$ cat src/rtl/stopwatch_pkg.sv
// Shared types and constants for the stopwatch control and display path.
package stopwatch_pkg;

  typedef enum logic [1:0] {
    IDLE    = 2'b00,
    RUNNING = 2'b01,
    PAUSED  = 2'b10
  } state_t;

  localparam int CLK_HZ_DEF  = 50_000_000;
  localparam int TICK_HZ_DEF = 1000;

  // Display path codes: blank digit and offset that turns on the decimal point.
  localparam logic [4:0] HEX_BLANK = 5'b10100;
  localparam logic [4:0] DP_OFFSET = 5'b01010;

endpackage

$ cat src/rtl/stopwatch_ctrl_key_debounce.sv
// Two-flop synchroniser, ms-strobed debouncer and press pulse for one
// active-low push-button. After reset the key must be seen released for
// DEBOUNCE_MS strobes before any press is reported, so a key held through
// reset does not produce a press until it is released and pressed again.
module key_debounce #(
  parameter int DEBOUNCE_MS = 20
) (
  input  logic clk,
  input  logic reset,
  input  logic ms_strobe,
  input  logic key_n,
  output logic press
);

  if (DEBOUNCE_MS < 1 || DEBOUNCE_MS > 255) begin : g_bad_debounce
    $error("key_debounce: DEBOUNCE_MS must be in 1..255");
  end

  localparam logic [7:0] DEB_LAST = 8'(DEBOUNCE_MS - 1);

  logic       sync_p0;
  logic       sync_p1;
  logic       level;
  logic       armed;
  logic [7:0] cnt;

  // Bring the asynchronous key into the clk domain; idles released.
  always_ff @(posedge clk) begin
    if (reset) begin
      sync_p0 <= 1'b1;
      sync_p1 <= 1'b1;
    end else begin
      sync_p0 <= key_n;
      sync_p1 <= sync_p0;
    end
  end

  // Debounce on ms strobes; pulse press on an accepted 1->0 of the level.
  always_ff @(posedge clk) begin
    if (reset) begin
      level <= 1'b1;
      armed <= 1'b0;
      cnt   <= 8'd0;
      press <= 1'b0;
    end else begin
      press <= 1'b0;
      if (ms_strobe) begin
        if (!armed) begin
          if (!sync_p1) begin
            cnt <= 8'd0;
          end else if (cnt == DEB_LAST) begin
            armed <= 1'b1;
            cnt   <= 8'd0;
          end else begin
            cnt <= cnt + 8'd1;
          end
        end else if (sync_p1 == level) begin
          cnt <= 8'd0;
        end else if (cnt == DEB_LAST) begin
          level <= sync_p1;
          cnt   <= 8'd0;
          press <= ~sync_p1;
        end else begin
          cnt <= cnt + 8'd1;
        end
      end
    end
  end

endmodule

$ cat src/rtl/stopwatch_ctrl.sv
// Stopwatch control: 1 ms prescaler, two debounced keys and the
// idle/running/paused FSM that gates tick_ms and issues clear_pulse.
module stopwatch_ctrl
  import stopwatch_pkg::*;
#(
  parameter int CLK_HZ      = CLK_HZ_DEF,
  parameter int TICK_HZ     = TICK_HZ_DEF,
  parameter int DEBOUNCE_MS = 20
) (
  input  logic       clk,
  input  logic       reset,
  input  logic       key_start_n,
  input  logic       key_clear_n,
  output logic       tick_ms,
  output logic       clear_pulse,
  output logic       running,
  output logic [1:0] state
);

  localparam int DIV   = CLK_HZ / TICK_HZ;
  localparam int CNT_W = (DIV > 1) ? $clog2(DIV) : 1;
  localparam logic [CNT_W-1:0] PRE_LAST = CNT_W'(DIV - 1);

  if ((CLK_HZ % TICK_HZ) != 0 || DIV < 2) begin : g_bad_div
    $error("stopwatch_ctrl: CLK_HZ/TICK_HZ must be an exact integer >= 2");
  end

  logic [CNT_W-1:0] pre_cnt;
  logic             ms_strobe;
  logic             start_press;
  logic             clear_press;
  state_t           st;

  assign ms_strobe = (pre_cnt == PRE_LAST);
  assign state     = st;

  // Free-running prescaler; never realigned to key events.
  always_ff @(posedge clk) begin
    if (reset) begin
      pre_cnt <= '0;
    end else if (ms_strobe) begin
      pre_cnt <= '0;
    end else begin
      pre_cnt <= pre_cnt + 1'b1;
    end
  end

  key_debounce #(.DEBOUNCE_MS(DEBOUNCE_MS)) u_key_start (
    .clk       (clk),
    .reset     (reset),
    .ms_strobe (ms_strobe),
    .key_n     (key_start_n),
    .press     (start_press)
  );

  key_debounce #(.DEBOUNCE_MS(DEBOUNCE_MS)) u_key_clear (
    .clk       (clk),
    .reset     (reset),
    .ms_strobe (ms_strobe),
    .key_n     (key_clear_n),
    .press     (clear_press)
  );

  // Run/pause/idle FSM with registered outputs; clear beats start except
  // while running, where clear is ignored.
  always_ff @(posedge clk) begin
    if (reset) begin
      st          <= IDLE;
      running     <= 1'b0;
      tick_ms     <= 1'b0;
      clear_pulse <= 1'b0;
    end else begin
      tick_ms     <= ms_strobe && (st == RUNNING);
      clear_pulse <= 1'b0;
      case (st)
        IDLE: begin
          if (clear_press) begin
            clear_pulse <= 1'b1;
          end else if (start_press) begin
            st      <= RUNNING;
            running <= 1'b1;
          end
        end
        RUNNING: begin
          if (start_press) begin
            st      <= PAUSED;
            running <= 1'b0;
          end
        end
        PAUSED: begin
          if (clear_press) begin
            st          <= IDLE;
            clear_pulse <= 1'b1;
          end else if (start_press) begin
            st      <= RUNNING;
            running <= 1'b1;
          end
        end
        default: begin
          st      <= IDLE;
          running <= 1'b0;
        end
      endcase
    end
  end

endmodule

$ cat config.mk
export PLATFORM = sky130hd
export DESIGN_NAME = stopwatch_ctrl
export DESIGN_NICKNAME = d
export VERILOG_FILES = /design/src/rtl/stopwatch_pkg.sv /design/src/rtl/stopwatch_ctrl_key_debounce.sv /design/src/rtl/stopwatch_ctrl.sv
export SDC_FILE = /design/constraint.sdc
export NUM_CORES = 1
export LEC_CHECK = 0
export BUFFER_PORTS_ARGS = -buffer_cell sky130_fd_sc_hd__buf_2
export CORE_ASPECT_RATIO = 1.2
export CORE_MARGIN = 5
export CORE_UTILIZATION = 54
export CTS_BUF_LIST = sky130_fd_sc_hd__clkbuf_4 sky130_fd_sc_hd__clkbuf_8 sky130_fd_sc_hd__clkbuf_16
export DETAILED_ROUTE_END_ITERATION = 8
export GPL_TIMING_DRIVEN = 0
export HOLD_SLACK_MARGIN = 0.02
export PLACE_DENSITY = 0.7
export SYNTH_ARGS = -nofsm -noshare
export SYNTH_HDL_FRONTEND = slang
export SYNTH_HIERARCHICAL = 1
export SYNTH_SLANG_ARGS = --single-unit
$ cat constraint.sdc
create_clock -name clk -period 2.3 [get_ports clk]
set_clock_uncertainty 0.2 [all_clocks]
set_input_delay 0.115 -clock clk [delete_from_list [all_inputs] [get_ports clk]]
set_output_delay 0.115 -clock clk [all_outputs]
set_load 0.02 [all_outputs]
==> results of run 1 <==
power groups by stage:
stage | clock network [W] | logic (W) | registers, W
after detailed placement | 0 | 0.0000362 | 0.000848
after global placement | 0 | 0.0000347 | 0.000848
after floorplan | 0 | 0.0000237 | 0.000846
after CTS | 0.000601 | 0.0000403 | 0.000827
after global routing | 0.000645 | 0.0000456 | 0.000829
final | 0.000584 | 0.0000415 | 0.000827
layout make-up:
class | count | area, um^2 | area share
well taps | 52 | 65.1 | 0.0260
multi-input cells | 154 | 1120 | 0.449
inverters | 5 | 18.8 | 0.00750
repair buffers | 25 | 200 | 0.0800
clock buffers | 6 | 76.3 | 0.0305
flip-flops and latches | 47 | 952 | 0.380
plain buffers | 3 | 37.5 | 0.0150
clock inverters | 1 | 30.0 | 0.0120
worst reg2reg max path, stage by stage, from the launching register on:
cell     delay [ns]
dfxtp_2        0.33
or4bb_4        0.55
nor4_4         0.29
buf_4          0.17
buf_6          0.11
and4b_4        0.24
a31oi_1        0.09
a311o_1        0.29
kinds of logic (layout without fill, tap and decap cells):
family	count (synthesis)	in the layout	synth area share
buf+inv	11	40	0.0434
compound gates	24	24	0.0843
mux	2	2	0.00964
xor+xnor	22	22	0.0928
simple gates	103	103	0.299
flops	47	47	0.453
fa+ha+maj	3	3	0.0181
per-stage QoR:
| stage | setup slack [ns] | hold slack, ns | total power [W] | cell area, um^2 |
|---|---|---|---|---|
| after floorplan | 0.00449 | -0.0159 | 0.000870 | 2090 |
| after global placement | -0.155 | 0.0975 | 0.000882 | 2200 |
| after detailed placement | -0.169 | 0.101 | 0.000884 | 2200 |
| after CTS | -0.0621 | 0.218 | 0.00147 | 2410 |
| after global routing | -0.123 | 0.241 | 0.00152 | 2500 |
| final | -0.0621 | 0.216 | 0.00145 | 2500 |
routing by layer:
metal | GRT usage | wire length, um
met3 | 0.0491 | 139
met4 | 0.0833 | 68
met2 | 0.285 | 2080
met1 | 0.195 | 1800
met5 | 0 | 0
state kept, by name, indices dropped and copies added (netlist names):
register / count
clear_pulse: 1
pre_cnt: 16
running: 1
state: 2
tick_ms: 1
u_key_clear/armed: 1
u_key_clear/cnt: 8
u_key_clear/level: 1
u_key_clear/press: 1
u_key_clear/sync_p0: 1
u_key_clear/sync_p1: 1
u_key_start/armed: 1
u_key_start/cnt: 8
u_key_start/level: 1
u_key_start/press: 1
u_key_start/sync_p0: 1
u_key_start/sync_p1: 1
placed cells by master, fill, tap and decap left out, types with 2 or more instances in the layout:
master	netlist	final
a211oi_2	4	4
a21oi_1	4	4
a311o_1	2	2
a31oi_1	4	4
and2_4	0	2
and4_2	2	2
and4b_4	2	2
buf_12	0	2
buf_2	0	8
buf_4	0	12
buf_6	5	2
clkbuf_8	0	5
dfxtp_1	47	40
dfxtp_2	0	6
dlygate4sd3_1	0	3
ha_1	3	3
inv_1	5	5
nand2_1	8	7
nand3_1	9	8
nand3b_1	2	2
nand4_1	12	12
nor2_1	25	25
nor3_1	11	9
nor3b_1	2	2
nor4_1	8	8
nor4b_4	2	2
o21ai_0	7	7
or2_2	4	4
or3_1	6	4
or3_4	0	2
xnor2_1	14	14
xor2_1	8	8
final timing paths:
check | depth (start not counted) | endpoint | from
worst max-delay path | 7 | u_key_clear/level$_SDFFE_PP1P_ | pre_cnt[12]$_SDFF_PP0_
worst min-delay path | 1 | u_key_start/sync_p1$_SDFF_PP1_ | u_key_start/sync_p0$_SDFF_PP1_
worst max register to register | 7 | u_key_clear/level$_SDFFE_PP1P_ | pre_cnt[12]$_SDFF_PP0_
worst min register to register | 1 | u_key_start/sync_p1$_SDFF_PP1_ | u_key_start/sync_p0$_SDFF_PP1_
timing repair:
item                       in CTS  in global routing
hold buffers                    3                  0
setup buffers                  10                  4
pin swaps                      10                  8
setup endpoints to repair      20                 19
hold endpoints to repair        7                  0
cloned                          1                  0
gates resized for setup         9                 15
==> impl_metrics.tcl, run 1 <==
set metrics [dict create \
    rows 24 \
    die_y_um 77.9 \
    pwr-share-clk 0.402 \
    fin_ws_ns -0.0621 \
    synthToLayoutAreaGrowth_pct 20.5 \
    cp_slowest_cell "or4bb_4" \
    grt_max_degree 20 \
    initial_core_util 0.567 \
    worstPathCellList "or4bb_4 > nor4_4 > buf_4 > buf_6 > and4b_4 > a31oi_1 > a311o_1" \
    fill_cells 304 \
    drc 0 \
    cap_violations 0 \
    path_max_fanout 5 \
    antenna_found_initial 0 \
    ys.warnings.count 6 \
    final.period_utilization 1.03 \
    final_cells 293 \
    p_per_area_nw_per_um2 581 \
    synth_top_area_cell "dfxtp_1" \
    ys_top_cells_by_count "dfxtp_1, nor2_1, xnor2_1" \
    antennaDiodeCount 0 \
    nNetsFinal 248 \
    worstSkewPairLatency_ns 0.30 \
    p_int_w 0.00117 \
    sw_frac_of_total 0.196 \
    io_pins 9 \
    ys_seq_elements 47 \
    path_buf_inv 2 \
    ant_nets 0 \
    dp.final_hpwl_um 2640 \
    violations "setup timing" \
    p_comb_frac 0.029 \
    cts_root_buf "clkbuf_8" \
    switching_power_w 0.000285 \
    rsz0062_at_grt "true" \
    setup.worst_path.end_class "flop" \
    overflow 0 \
    hold_violations 0 \
    synth.net_count 219 \
    p_leak_nw 0.889 \
    routedWlPerCell_um 13.9 \
    port_buffers 8 \
    vias_per_cell 5.58 \
    clkTransAtPathRegs_ns 0.08 \
    syn_inst 212 \
    core_region_area_um2 3660 \
    drt_wl_total_um 4090 \
    arrival_ns 2.35 \
    slew_viol_final 0 \
    synth_most_common_cell "dfxtp_1" \
    grt_pass1_vias 1608 \
    critPathTopFamily "simple AND/OR/NAND/NOR gates" \
    synth_area_leaders "dfxtp_1, xnor2_1, nor2_1, nand4_1, xor2_1" \
    final_layout_size_suffix_gt1_frac 0.286 \
    start_kind "flop" \
    synthFlopType "dfxtp_1" \
    finalSetupTns_ns -0.346 \
    dp.cells 272 \
    cp.required_ns 2.29 \
    synthDistinctLibCells 36 \
    synth_edf_count 0 \
    cp_slowest_stage_delay_ns 0.55 \
    hp-class "reg -> reg" \
    crit_type "reg -> reg" \
    globalplace.congestion 0.796 \
    detail_route.iter0.violations 123 \
    vdd_drop_max_mv 0.370 \
    clock_path_buffers 2 \
    fmax_mhz 423 \
    cts_tree "built" \
    yosysTopAreaCellShare 0.453 \
    numCtsBuffers 5 \
    outcome "finished, violations left" \
    dr.pass1.iters 4 \
    grt_pass1_wl_um 6910 \
    avgSynthCellArea_um2 9.80 \
    power_frac_seq 0.569 \
    slew_headroom 0.586 \
    reg2reg_slack_ns -0.06 \
    final_util 0.683 \
    netlist_area_um2 2080 \
    period_needed_ns 2.36 \
    tightest_slew_ns 0.616 \
    finalSetupViolations 10 \
    clkSinkCount 47 \
    ys_seq_area_frac 0.453 \
    vias 1634 \
    die_w_um 66.6 \
    dieArea_um2 5190 \
    cts_htree_levels 2 \
    async_reset_ff_frac 0 \
    grt.total_usage 0.170 \
]
Note: power is estimated with default switching activity, not from simulation.
==> run 2: changes to the inputs <==
--- a/config.mk
+++ b/config.mk
@@ -14,7 +14,9 @@
 export GPL_TIMING_DRIVEN = 0
 export HOLD_SLACK_MARGIN = 0.02
 export PLACE_DENSITY = 0.7
+export RECOVER_POWER = 25
 export SYNTH_ARGS = -nofsm -noshare
 export SYNTH_HDL_FRONTEND = slang
 export SYNTH_HIERARCHICAL = 1
 export SYNTH_SLANG_ARGS = --single-unit
+export TNS_END_PERCENT = 20
==> run 2 against run 1 <==
Against the previous run: the flow still finishes with violations (setup timing); clock power about the same; fmax about the same; routed wire length is 0.61% lower; final cell count increased by 0.34%; critical path depth did not move; first-iteration DRC count shrank 8.1%; setup slack worse by 0.0013 ns; sequential share of layout area increased by 0.35 points; non-clock buffer count is 1 higher; combinational power is 3% lower; die area unchanged.
==> impl_metrics.tcl, run 2 (synthesis gave the netlist of run 1 again) <==
set metrics [dict create \
    endpoint "u_key_clear/level$_SDFFE_PP1P_" \
    worst_r2r_path_depth 7 \
    cts_htree_levels 2 \
    cap_violations 0 \
    antenna_found_initial 0 \
    port_buffers 8 \
    fill_cells 314 \
    p_per_area_nw_per_um2 586 \
    dieArea_um2 5190 \
    initial_core_util 0.567 \
    fin_ws_ns -0.0634 \
    die_y_um 77.9 \
    cts_root_buf "clkbuf_8" \
    hp-class "reg -> reg" \
    finalSetupTns_ns -0.410 \
    grt_pass1_wl_um 6910 \
    antennaDiodeCount 0 \
    final_util 0.677 \
    clkTransAtPathRegs_ns 0.08 \
    start_kind "flop" \
    violations "setup timing" \
    path_max_fanout 5 \
    grt_max_degree 20 \
    globalplace.congestion 0.796 \
    drc 0 \
    period_needed_ns 2.36 \
    crit_type "reg -> reg" \
    slew_headroom 0.590 \
    core_region_area_um2 3660 \
    final.period_utilization 1.03 \
    io_pins 9 \
    hold_violations 0 \
    die_w_um 66.6 \
    vias 1637 \
    nNetsFinal 249 \
    arrival_ns 2.36 \
    layout_commonest_cell "dfxtp_1" \
    dp.final_hpwl_um 2640 \
    rows 24 \
    p_leak_nw 0.863 \
    grt_pass1_vias 1608 \
    clkSinkCount 47 \
    rr_startpoint "pre_cnt[7]$_SDFF_PP0_" \
    reg2reg_slack_ns -0.06 \
    routedWlPerCell_um 13.8 \
    r2r_end "u_key_clear/level$_SDFFE_PP1P_" \
    final_layout_size_suffix_gt1_frac 0.264 \
    vdd_drop_max_mv 0.370 \
    critPathLaunch "pre_cnt[7]$_SDFF_PP0_" \
    setup.worst_path.end_class "flop" \
    largest_reg_flops 16 \
    drt_wl_total_um 4060 \
    rsz0062_at_grt "true" \
    fmax_mhz 423 \
    final_cell_mix "dfxtp_1, nor2_1, xnor2_1" \
    clock_path_buffers 2 \
    cts_tree "built" \
    dr.pass1.iters 4 \
    finalSetupViolations 11 \
    cp.required_ns 2.29 \
    worstSkewPairLatency_ns 0.30 \
    outcome "finished, violations left" \
    overflow 0 \
    vias_per_cell 5.57 \
    largestRegisters "pre_cnt x16, u_key_clear/cnt x8, u_key_start/cnt x8" \
    numCtsBuffers 5 \
    tightest_slew_ns 0.609 \
    top_register "pre_cnt" \
    grt.total_usage 0.170 \
    synthToLayoutAreaGrowth_pct 19.4 \
    detail_route.iter0.violations 113 \
    ant_nets 0 \
    slew_viol_final 0 \
]
[run 2: cell types whose count changed in the layout (fill, tap and decap cells not counted), sizes merged]
cell    previous run  this run
clkbuf             6         9
buf               25        23
[run 2: layer usage]
metal / routed length (um) / global-route usage / vias up
met2: 2040 / 0.285 / 23
met1: 1800 / 0.195 / 780
met3: 153 / 0.0491 / 5
met5: 0 / 0 / -
li1: - / - / 829
met4: 68 / 0.0833 / 0
[run 2: worst min-delay path by stage]
stage,start,end,slack [ns],cells past startpoint
3_3_place_gp,key_start_n,u_key_start/sync_p0$_SDFF_PP1_,0.1,2
4_1_cts,u_key_start/sync_p0$_SDFF_PP1_,u_key_start/sync_p1$_SDFF_PP1_,0.22,1
2_1_floorplan,reset,state[1]$_SDFFE_PP0P_,-0.02,1
6_report,u_key_start/sync_p0$_SDFF_PP1_,u_key_start/sync_p1$_SDFF_PP1_,0.22,1
5_1_grt,u_key_start/sync_p0$_SDFF_PP1_,u_key_start/sync_p1$_SDFF_PP1_,0.24,1
3_5_place_dp,key_start_n,u_key_start/sync_p0$_SDFF_PP1_,0.10,2
[run 2: what timing repair did]
action / CTS / global route
gates cloned: 1 / 0
setup buffers: 10 / 4
resized for setup: 9 / 9
pin swaps: 10 / 6
hold endpoints to repair: 7 / 0
hold buffers: 3 / 0
setup endpoints to repair: 20 / 19
[run 2: stage by stage]
step	cell area [um^2]	total power, W	std cells	hold slack [ns]	setup WS [ns]
floorplan	2090	0.000870	212	-0.0159	0.00449
global placement	2200	0.000882	272	0.0975	-0.155
detailed placement	2200	0.000884	272	0.101	-0.169
CTS	2410	0.00147	291	0.218	-0.0621
global route	2480	0.00152	294	0.241	-0.124
finish	2480	0.00145	294	0.215	-0.0634
[run 2: power by group]
group	internal [W]	switching (W)	total, W
clock network	0.000330	0.000254	0.000585
logic	0.0000182	0.0000221	0.0000403
registers	0.000819	0.00000804	0.000827
total	0.00117	0.000285	0.00145
[run 2: final cells by class]
class	instances	area (um^2)	share of cell area
clock inverters	1	30.0	0.0121
inverters	5	18.8	0.00757
clock buffers	6	76.3	0.0308
well taps	52	65.1	0.0262
repair buffers	26	208	0.0838
multi-input cells	154	1090	0.440
flip-flops and latches	47	952	0.384
plain buffers	3	37.5	0.0151
[run 2: critical path: stages, from the launching register on]
cell and delay, ns:
dfxtp_2 0.35, or4bb_4 0.54, nor4_4 0.29, buf_4 0.17
buf_6 0.11, and4b_4 0.24, a31oi_1 0.08, a311o_1 0.28
==> run 3: changes to the inputs <==
--- a/config.mk
+++ b/config.mk
@@ -8,12 +8,12 @@
 export BUFFER_PORTS_ARGS = -buffer_cell sky130_fd_sc_hd__buf_2
 export CORE_ASPECT_RATIO = 1.2
 export CORE_MARGIN = 5
-export CORE_UTILIZATION = 54
-export CTS_BUF_LIST = sky130_fd_sc_hd__clkbuf_4 sky130_fd_sc_hd__clkbuf_8 sky130_fd_sc_hd__clkbuf_16
+export CORE_UTILIZATION = 55
+export CTS_BUF_LIST = sky130_fd_sc_hd__clkbuf_4 sky130_fd_sc_hd__clkbuf_8
 export DETAILED_ROUTE_END_ITERATION = 8
 export GPL_TIMING_DRIVEN = 0
 export HOLD_SLACK_MARGIN = 0.02
-export PLACE_DENSITY = 0.7
+export PLACE_DENSITY = 0.71
 export RECOVER_POWER = 25
 export SYNTH_ARGS = -nofsm -noshare
 export SYNTH_HDL_FRONTEND = slang
==> run 3 against run 2 <==
Against the previous run: the flow still finishes with violations (setup timing); final cell count is 1.4% lower; sequential power hardly changed; worst hold slack worse by 0.0016 ns; largest cell class unchanged; highest routed layer unchanged.
==> impl_metrics.tcl, run 3 (synthesis gave the netlist of run 1 again) <==
set metrics [dict create \
    hp-class "reg -> reg" \
    worstSkewPairLatency_ns 0.29 \
    pwr-share-clk 0.395 \
    port_buffers 8 \
    tightest_slew_ns 0.912 \
    dp.final_hpwl_um 2590 \
    p_per_area_nw_per_um2 582 \
    whs_endpoint "u_key_clear/sync_p1$_SDFF_PP1_" \
    grt_max_degree 20 \
    grt.total_usage 0.166 \
    overflow 0 \
    holdPathStages 1 \
    routedWlPerCell_um 13.5 \
    setup.worst_path.end_class "flop" \
    nNetsFinal 245 \
    dieArea_um2 5110 \
    cts_tree "built" \
    slew_headroom 0.392 \
    die_w_um 66.1 \
    period_needed_ns 2.37 \
    die_y_um 77.3 \
    final.period_utilization 1.03 \
    drc 0 \
    antenna_found_initial 0 \
    vias 1637 \
    rsz0062_at_grt "true" \
    top_register "pre_cnt" \
    globalplace.congestion 0.857 \
    hold_start "u_key_clear/sync_p0$_SDFF_PP1_" \
    layout_commonest_cell "dfxtp_1" \
    clock_path_buffers 2 \
    io_pins 9 \
    violations "setup timing" \
    largestRegisters "pre_cnt x16, u_key_clear/cnt x8, u_key_start/cnt x8" \
    path_max_fanout 8 \
    switching_power_w 0.000273 \
    vias_per_cell 5.64 \
    drt_wl_total_um 3920 \
    crit_type "reg -> reg" \
    p_comb_frac 0.030 \
    synthToLayoutAreaGrowth_pct 19.2 \
    cts_root_buf "clkbuf_8" \
    numCtsBuffers 5 \
    hold_violations 0 \
    initial_core_util 0.572 \
    cp.required_ns 2.28 \
    total_power_w 0.00144 \
    p_int_w 0.00117 \
    dr.pass1.iters 4 \
    grt_pass1_wl_um 6790 \
    sw_frac_of_total 0.189 \
    cap_violations 0 \
    grt_pass1_vias 1538 \
    final_layout_size_suffix_gt1_frac 0.244 \
    slew_viol_final 0 \
    arrival_ns 2.36 \
    start_kind "flop" \
    clkSinkCount 47 \
    antennaDiodeCount 0 \
    rr_startpoint "pre_cnt[12]$_SDFF_PP0_" \
    power_frac_seq 0.575 \
    worst_r2r_path_depth 6 \
    core_region_area_um2 3630 \
    final_cell_mix "dfxtp_1, nor2_1, xnor2_1" \
    outcome "finished, violations left" \
    dp_slack_ns -0.167 \
    reg2reg_slack_ns -0.07 \
    clkTransAtPathRegs_ns 0.08 \
    detail_route.iter0.violations 119 \
    r2r_end "u_key_start/level$_SDFFE_PP1P_" \
    ant_nets 0 \
    largest_reg_flops 16 \
    fin_ws_ns -0.0728 \
    cts_htree_levels 2 \
    rows 24 \
    finalSetupViolations 18 \
    fmax_mhz 421 \
    vdd_drop_max_mv 0.425 \
    p_leak_nw 0.841 \
]
run 3: changes by cell type in the layout (fill, tap and decap cells not counted), sizes merged:
cell,change
buf,-5
clkbuf,+1
run 3: how the worst max path moves through the flow:
stage | startpoint | to | slack [ns] | depth (start not counted)
floorplan | pre_cnt[7]$_SDFF_PP0_ | u_key_clear/level$_SDFFE_PP1P_ | 0.004 | 6
global placement | pre_cnt[12]$_SDFF_PP0_ | u_key_start/press$_SDFF_PP0_ | -0.16 | 7
detailed placement | pre_cnt[7]$_SDFF_PP0_ | u_key_clear/press$_SDFF_PP0_ | -0.17 | 7
CTS | pre_cnt[4]$_SDFF_PP0_ | u_key_start/press$_SDFF_PP0_ | -0.06 | 6
global route | pre_cnt[12]$_SDFF_PP0_ | u_key_start/cnt[6]$_SDFFE_PP0P_ | -0.18 | 6
finish | pre_cnt[12]$_SDFF_PP0_ | u_key_start/level$_SDFFE_PP1P_ | -0.07 | 6
run 3: worst max-delay path: stages, from the launching register on:
cell,delay (ns)
dfxtp_2,0.34
or4bb_4,0.55
nor4_4,0.40
buf_6,0.18
and4b_4,0.25
a31oi_1,0.08
a311o_1,0.28
run 3: final cells by class:
type                    instances  area, um^2
fillers                       289        1160
clock buffers                   6        76.3
inverters                       5        18.8
repair buffers                 21         165
clock inverters                 1        30.0
multi-input cells             154        1120
flip-flops and latches         47         951
plain buffers                   4        48.8
well taps                      52        65.1
run 3: layer usage:
metal / routed length (um) / global-route usage
met1: 1750 / 0.198
met2: 1970 / 0.281
met3: 145 / 0.0395
met4: 51 / 0.0630
met5: 0 / 0
run 3: power by group through the flow:
| stage | combinational [W] | sequential, W | clock [W] |
|---|---|---|---|
| after global placement | 0.0000345 | 0.000848 | 0 |
| after global routing | 0.0000486 | 0.000829 | 0.000633 |
| after detailed placement | 0.0000356 | 0.000848 | 0 |
| after floorplan | 0.0000237 | 0.000846 | 0 |
| after CTS | 0.0000408 | 0.000828 | 0.000595 |
| final | 0.0000432 | 0.000828 | 0.000570 |
run 3: metrics by stage:
step	hold WS [ns]	util	TNS [ns]	std cells	area, um^2
2_1_floorplan	-0.0159	-	0	212	2090
3_3_place_gp	0.0986	0.604	-1.83	272	2200
3_5_place_dp	0.0990	0.604	-2.16	272	2200
4_1_cts	0.218	0.659	-0.731	288	2400
5_1_grt	0.239	0.681	-3.13	290	2480
6_report	0.214	0.681	-0.902	290	2480
run 3: repair_timing:
action | CTS | global route
resized for setup | 6 | 14
endpoints found under the setup margin | 20 | 22
pin swaps | 10 | 5
hold buffers | 3 | 0
setup buffers | 8 | 2
endpoints found under the hold margin | 6 | 0
